<file path="src/rtl/ifu_fetch_sequencer_pkg.sv">
// Shared codes for the fetch sequencer: next-PC source selects, FSM states
// and default watchdog sizing.
package ifu_fetch_sequencer_pkg;

   localparam int DEF_WAIT_W   = 4;
   localparam int DEF_MAX_WAIT = 15;

   typedef enum logic [1:0] {
      NPC_PC4 = 2'd0,
      NPC_BR  = 2'd1,
      NPC_J   = 2'd2,
      NPC_JR  = 2'd3
   } npc_sel_e;

   typedef enum logic [1:0] {
      S_BOOT  = 2'd0,
      S_FETCH = 2'd1,
      S_HOLD  = 2'd2
   } state_e;

endpackage

</file>
<file path="src/rtl/ifu_fetch_sequencer_if.sv">
// Decode-side control-transfer inputs, instruction memory handshake and PC
// register controls of the fetch sequencer.
interface ifu_fetch_sequencer_if;

   logic       stall;
   logic       redirect_valid;
   logic [1:0] npc_mode;
   logic       is_conditional;
   logic       condition;
   logic       imem_ack;
   logic       imem_req;
   logic       pc_we;
   logic [1:0] pc_sel;
   logic       if_valid;
   logic       fetch_timeout;
   logic       redirect_overlap;

   // master drives the decode/memory side, slave is the sequencer itself
   modport master (
      output stall, redirect_valid, npc_mode, is_conditional, condition, imem_ack,
      input  imem_req, pc_we, pc_sel, if_valid, fetch_timeout, redirect_overlap
   );

   modport slave (
      input  stall, redirect_valid, npc_mode, is_conditional, condition, imem_ack,
      output imem_req, pc_we, pc_sel, if_valid, fetch_timeout, redirect_overlap
   );

endinterface

</file>
<file path="src/rtl/ifu_fetch_sequencer_watchdog.sv">
// Saturating fetch-wait counter; raises a sticky flag once a single fetch
// has waited MAX_WAIT cycles without an acknowledge.
module ifu_fetch_sequencer_watchdog #(
   parameter int WAIT_W   = 4,
   parameter int MAX_WAIT = 15
) (
   input  logic clk,
   input  logic reset,
   input  logic i_clear,
   input  logic i_inc,
   output logic o_timeout
);

   localparam logic [WAIT_W-1:0] LP_MAX = WAIT_W'(MAX_WAIT);
   localparam logic [WAIT_W-1:0] LP_SAT = '1;

   logic [WAIT_W-1:0] r_cnt;
   logic [WAIT_W-1:0] w_cntNext;
   logic              r_timeout;

   always_comb begin
      w_cntNext = r_cnt;
      if (i_clear) begin
         w_cntNext = '0;
      end else if (i_inc && (r_cnt != LP_SAT)) begin
         w_cntNext = r_cnt + 1'b1;
      end
   end

   // Flag is taken from the next count so it appears together with the count reaching MAX_WAIT
   always_ff @(posedge clk) begin
      if (reset) begin
         r_cnt     <= '0;
         r_timeout <= 1'b0;
      end else begin
         r_cnt <= w_cntNext;
         if (i_inc && (w_cntNext == LP_MAX)) begin
            r_timeout <= 1'b1;
         end
      end
   end

   assign o_timeout = r_timeout;

endmodule

</file>
<file path="src/rtl/ifu_fetch_sequencer.sv">
// Fetch sequencer: decides each cycle whether the PC advances and from which
// source, applying taken transfers after exactly one delay slot.
module ifu_fetch_sequencer
   import ifu_fetch_sequencer_pkg::*;
#(
   parameter int WAIT_W   = DEF_WAIT_W,
   parameter int MAX_WAIT = DEF_MAX_WAIT
) (
   input  logic                 clk,
   input  logic                 reset,
   ifu_fetch_sequencer_if.slave bus
);

   state_e   r_state;
   state_e   w_stateNext;
   logic     r_pendValid;
   npc_sel_e r_pendSel;
   logic     r_overlap;

   npc_sel_e w_mode;
   logic     w_taken;
   logic     w_accept;
   logic     w_imemReq;
   logic     w_pcWe;
   logic     w_ifValid;
   npc_sel_e w_pcSel;
   logic     w_wdClear;
   logic     w_wdInc;
   logic     w_timeout;

   assign w_mode   = npc_sel_e'(bus.npc_mode);
   assign w_taken  = bus.redirect_valid & (w_mode != NPC_PC4) &
                     (~bus.is_conditional | bus.condition);
   assign w_accept = w_taken & ~bus.stall;

   always_ff @(posedge clk) begin
      if (reset) begin
         r_state <= S_BOOT;
      end else begin
         r_state <= w_stateNext;
      end
   end

   always_comb begin
      w_stateNext = r_state;
      case (r_state)
         S_BOOT:  w_stateNext = S_FETCH;
         S_FETCH: if (bus.imem_ack && bus.stall) w_stateNext = S_HOLD;
         S_HOLD:  if (!bus.stall) w_stateNext = S_FETCH;
         default: w_stateNext = S_BOOT;
      endcase
   end

   // A pending target always wins over a same-cycle redirect; the bypass only
   // applies when nothing is pending
   always_comb begin
      w_imemReq = 1'b0;
      w_pcWe    = 1'b0;
      w_ifValid = 1'b0;
      if (!reset) begin
         case (r_state)
            S_FETCH: begin
               w_imemReq = 1'b1;
               if (bus.imem_ack && !bus.stall) begin
                  w_pcWe    = 1'b1;
                  w_ifValid = 1'b1;
               end
            end
            S_HOLD: begin
               if (!bus.stall) begin
                  w_pcWe    = 1'b1;
                  w_ifValid = 1'b1;
               end
            end
            default: ;
         endcase
      end
      w_pcSel = NPC_PC4;
      if (w_pcWe) begin
         if (r_pendValid) begin
            w_pcSel = r_pendSel;
         end else if (w_accept) begin
            w_pcSel = w_mode;
         end
      end
   end

   always_ff @(posedge clk) begin
      if (reset) begin
         r_pendValid <= 1'b0;
         r_pendSel   <= NPC_PC4;
         r_overlap   <= 1'b0;
      end else begin
         if (w_accept && r_pendValid) begin
            r_overlap <= 1'b1;
         end
         if (w_pcWe && r_pendValid) begin
            r_pendValid <= 1'b0;
         end else if (w_accept && !w_pcWe && !r_pendValid) begin
            r_pendValid <= 1'b1;
            r_pendSel   <= w_mode;
         end
      end
   end

   assign w_wdClear = (r_state != S_FETCH) | bus.imem_ack;
   assign w_wdInc   = (r_state == S_FETCH) & ~bus.imem_ack;

   ifu_fetch_sequencer_watchdog #(
      .WAIT_W   (WAIT_W),
      .MAX_WAIT (MAX_WAIT)
   ) u_watchdog (
      .clk       (clk),
      .reset     (reset),
      .i_clear   (w_wdClear),
      .i_inc     (w_wdInc),
      .o_timeout (w_timeout)
   );

   assign bus.imem_req         = w_imemReq;
   assign bus.pc_we            = w_pcWe;
   assign bus.pc_sel           = w_pcSel;
   assign bus.if_valid         = w_ifValid;
   assign bus.fetch_timeout    = w_timeout;
   assign bus.redirect_overlap = r_overlap;

endmodule

</file>
<file path="src/flat_wrapper.sv">
// flat-port wrapper written by rule: the top's interface ports become plain ports
module ifu_fetch_sequencer_flat import ifu_fetch_sequencer_pkg::*;
#(
   parameter int WAIT_W   = DEF_WAIT_W,
   parameter int MAX_WAIT = DEF_MAX_WAIT
)
  (clk, reset, bus_stall, bus_redirect_valid, bus_npc_mode, bus_is_conditional, bus_condition, bus_imem_ack, bus_imem_req, bus_pc_we, bus_pc_sel, bus_if_valid, bus_fetch_timeout, bus_redirect_overlap);
  ifu_fetch_sequencer_if bus_i ();
  input  logic clk;
  input  logic reset;
  input wire logic [$bits(bus_i.stall)-1:0] bus_stall;
  input wire logic [$bits(bus_i.redirect_valid)-1:0] bus_redirect_valid;
  input wire logic [$bits(bus_i.npc_mode)-1:0] bus_npc_mode;
  input wire logic [$bits(bus_i.is_conditional)-1:0] bus_is_conditional;
  input wire logic [$bits(bus_i.condition)-1:0] bus_condition;
  input wire logic [$bits(bus_i.imem_ack)-1:0] bus_imem_ack;
  output wire logic [$bits(bus_i.imem_req)-1:0] bus_imem_req;
  output wire logic [$bits(bus_i.pc_we)-1:0] bus_pc_we;
  output wire logic [$bits(bus_i.pc_sel)-1:0] bus_pc_sel;
  output wire logic [$bits(bus_i.if_valid)-1:0] bus_if_valid;
  output wire logic [$bits(bus_i.fetch_timeout)-1:0] bus_fetch_timeout;
  output wire logic [$bits(bus_i.redirect_overlap)-1:0] bus_redirect_overlap;
  assign bus_i.stall = bus_stall;
  assign bus_i.redirect_valid = bus_redirect_valid;
  assign bus_i.npc_mode = bus_npc_mode;
  assign bus_i.is_conditional = bus_is_conditional;
  assign bus_i.condition = bus_condition;
  assign bus_i.imem_ack = bus_imem_ack;
  assign bus_imem_req = bus_i.imem_req;
  assign bus_pc_we = bus_i.pc_we;
  assign bus_pc_sel = bus_i.pc_sel;
  assign bus_if_valid = bus_i.if_valid;
  assign bus_fetch_timeout = bus_i.fetch_timeout;
  assign bus_redirect_overlap = bus_i.redirect_overlap;
  ifu_fetch_sequencer #(.WAIT_W(WAIT_W), .MAX_WAIT(MAX_WAIT)) u_core (.clk(clk), .reset(reset), .bus(bus_i));
endmodule
</file>
<file path="config.mk">
export PLATFORM = sky130hd
export DESIGN_NAME = ifu_fetch_sequencer_flat
export DESIGN_NICKNAME = d
export VERILOG_FILES = /design/src/rtl/ifu_fetch_sequencer_pkg.sv /design/src/rtl/ifu_fetch_sequencer_if.sv /design/src/rtl/ifu_fetch_sequencer_watchdog.sv /design/src/rtl/ifu_fetch_sequencer.sv /design/src/flat_wrapper.sv
export SDC_FILE = /design/constraint.sdc
export NUM_CORES = 1
export LEC_CHECK = 0
export CORE_UTILIZATION = 50
export DETAILED_ROUTE_END_ITERATION = 10
export GPL_ROUTABILITY_DRIVEN = 1
export PLACE_DENSITY_LB_ADDON = 0.1
export SYNTH_ARGS = -nofsm -noshare
export SYNTH_HDL_FRONTEND = slang
export SYNTH_SLANG_ARGS = --single-unit
</file>
<file path="constraint.sdc">
create_clock -name clk -period 2.9 [get_ports clk]
set_input_delay 0.87 -clock clk [delete_from_list [all_inputs] [get_ports clk]]
set_output_delay 0.87 -clock clk [all_outputs]
set_load 0.05 [all_outputs]
</file>
==> results.json <==
{
  "vdd_ir_drop_max_uv": 354.9,
  "coreArea_um2": 1171,
  "post-dp-hpwl_um": 1100,
  "ctsRootBufferMaster": "clkbuf_4",
  "relSlewSlack": 0.6680,
  "critPathMaxFanout": 3,
  "numPortBuffers": 15,
  "drc_errors": 0,
  "crit_required_ns": 2.03,
  "tightest_slew_ns": 0.4965,
  "synth_cell_type_count": 27,
  "drt_pass1_iterations": 5,
  "clock_latency_ns": 0.26,
  "cp_slowest_cell": "or4b_4",
  "hold_violations": 0,
  "gp_congestion": 0.6616,
  "htree_levels": 1,
  "yosysTopAreaCell": "dfxtp_1",
  "p_per_area_nw_per_um2": 507.8,
  "final-setup-viol-count": 0,
  "synthArstFlopShare": 0,
  "critical-path-max-stage-delay_ns": 0.54,
  "yosysWarnings": 0,
  "drt-initial-drc-count": 8,
  "die_height_um": 38.52,
  "max-cap-violations": 0,
  "critPathBufInv": 2,
  "numClockSinks": 11,
  "grt_pass1_vias": 553,
  "synth_area_um2": 666.9,
  "grt_max_degree": 13,
  "synth_nets": 90,
  "dp.cells": 109,
  "crit_family": "simple AND/OR/NAND/NOR gates",
  "initial_utilization": 0.5694,
  "fmax_mhz": 352.0,
  "pin_count": 16,
  "grtUsageTotal": 0.2337,
  "antenna_found_initial": 0,
  "synth_cells": 75,
  "ys_ff_latch": 11,
  "ys.flop_type": "dfxtp_1",
  "synth_top_area_share": 0.3302,
  "drv_slew": 0,
  "syn_to_final_growth_pct": 45.03,
  "arrival_ns": 1.97,
  "leakage_nw": 0.3910,
  "yosysMostFrequentCell": "dfxtp_1",
  "skew_ns": 0.003786,
  "cts_tree": "done",
  "clk_pin_slew_worst_paths_ns": 0.06,
  "yosys-top-cells-count": "dfxtp_1, nor2_1, ha_1, inv_1",
  "critPathKind": "input pin to output port",
  "synth.area.top_cells": "dfxtp_1, ha_1, mux2i_1",
  "hp-class": "register to register",
  "hold_slack_ns": 0.4646,
  "rsz0062_at_grt": "no",
  "period_needed_ns": 2.841,
  "routed_wl_um": 1431,
  "num_vias": 610,
  "cts_buffers": 3,
  "fp-row-count": 12,
  "cp-start-kind": "input pin",
  "cts_max_path_buffers": 2,
  "final_cells": 114,
  "ant_nets": 0,
  "cp-end-kind": "output port",
  "drive_above_1_share": 0.3200,
  "synth-edff-count": 0,
  "vias_per_cell": 5.351,
  "die_w_um": 38.52,
  "die_area_um2": 1484,
  "fin_crit_sh": 0.9796,
  "fin_nets": 116,
  "grt_pass1_wl_um": 2394,
  "crit_chain": "dlygate4sd2_1, or4b_4, a21oi_4, buf_12",
  "syn_area_per_cell_um2": 8.892,
  "status": "finished clean",
  "overflow": 0,
  "drt-wirelength-per-cell_um": 12.55,
  "synth-seq-area-share": 0.3302,
  "num_antenna_cells": 0
}
## tightest hold or removal path, cell delays in order, from the launching register on
cell and delay [ns]:
dfxtp_1 0.31, inv_1 0.05, o32ai_1 0.05
## per-stage QoR
stage / setup TNS [ns] / setup slack [ns] / total power, mW / util / instance area, um2
after floorplan: 0 / 0.08725 / 0.3124 / - / 674.4
after global placement: -0.8118 / -0.2357 / 0.3796 / 0.7970 / 933.4
after detailed placement: -0.8679 / -0.2522 / 0.3929 / 0.7970 / 933.4
after CTS: 0 / 0.008628 / 0.4941 / 0.8397 / 983.4
after global routing: 0 / 0.02804 / 0.5210 / 0.8259 / 967.2
final: 0 / 0.05918 / 0.4911 / 0.8259 / 967.2
## final cells by class
type | instances | area (um2)
tap | 14 | 17.52
clock buffer | 4 | 26.28
multi-input combinational | 55 | 442.9
inverter | 7 | 27.53
timing repair buffer | 23 | 232.7
sequential | 11 | 220.2
fill | 78 | 203.9
## final timing paths
| path | start | end | slack, ns | cells after the start |
|---|---|---|---|---|
| max | reset | bus_pc_sel[0] | 0.06 | 4 |
| min | u_core.u_watchdog.o_timeout | u_core.u_watchdog.o_timeout | 0.46 | 2 |
| max reg2reg | u_core.r_state[1] | u_core.r_pendSel[0] | 1.03 | 8 |
| min reg2reg | u_core.u_watchdog.o_timeout | u_core.u_watchdog.o_timeout | 0.46 | 2 |
## what timing repair did
item,in CTS,in global routing
endpoints found under the hold margin,0,0
hold buffers,0,0
gates cloned,0,0
resized for setup,14,11
endpoints found under the setup margin,4,2
setup buffers,1,0
pin swaps,6,4
## power breakdown
group | internal, mW | switching [mW] | leakage [nW]
combinational | 0.101 | 0.106 | 0.287
clock | 0.0531 | 0.0455 | 0.0150
sequential | 0.167 | 0.0192 | 0.0894
## kinds of logic (layout without fill, tap and decap cells)
logic type / Yosys count / in the layout / share of synthesized area
fa+ha+maj: 6 / 6 / 0.1126
flops: 11 / 11 / 0.3302
buf+inv: 9 / 34 / 0.05815
simple gates: 32 / 32 / 0.3133
mux: 4 / 4 / 0.06191
compound gates: 12 / 12 / 0.1107
xor+xnor: 1 / 1 / 0.01314
## registers in the layout, summed over array words and instances (netlist names)
| register | cells |
|---|---|
| u_core.u_watchdog.o_timeout | 1 |
| u_core.bus.redirect_overlap | 1 |
| u_core.r_pendValid | 1 |
| u_core.u_watchdog.r_cnt | 4 |
| u_core.r_state | 2 |
| u_core.r_pendSel | 2 |
## layout by cell type, fill, tap and decap left out, types with 2 or more instances in the layout
cell type         n
mux2i_1           3
buf_12            5
dlygate4sd2_1     2
a21oi_4           2
nand3_1           2
nand2b_1          4
nor3_1            2
nand2_1           5
clkbuf_4          3
a21oi_1           3
a31oi_1           3
nand3b_1          3
buf_4             8
nor3b_1           2
nor3b_2           2
nor2_1            6
inv_1             6
clkbuf_2          5
clkdlybuf4s50_1   2
ha_1              5
dfxtp_1          11
## metal layers
layer	wire [um]	GRT usage	vias to the layer above
met5	0	0	-
met4	5	0.02586	0
met3	62	0.08721	2
met2	714	0.3875	16
met1	648	0.2950	281
li1	-	-	311
(Power assumes the default switching activity.)
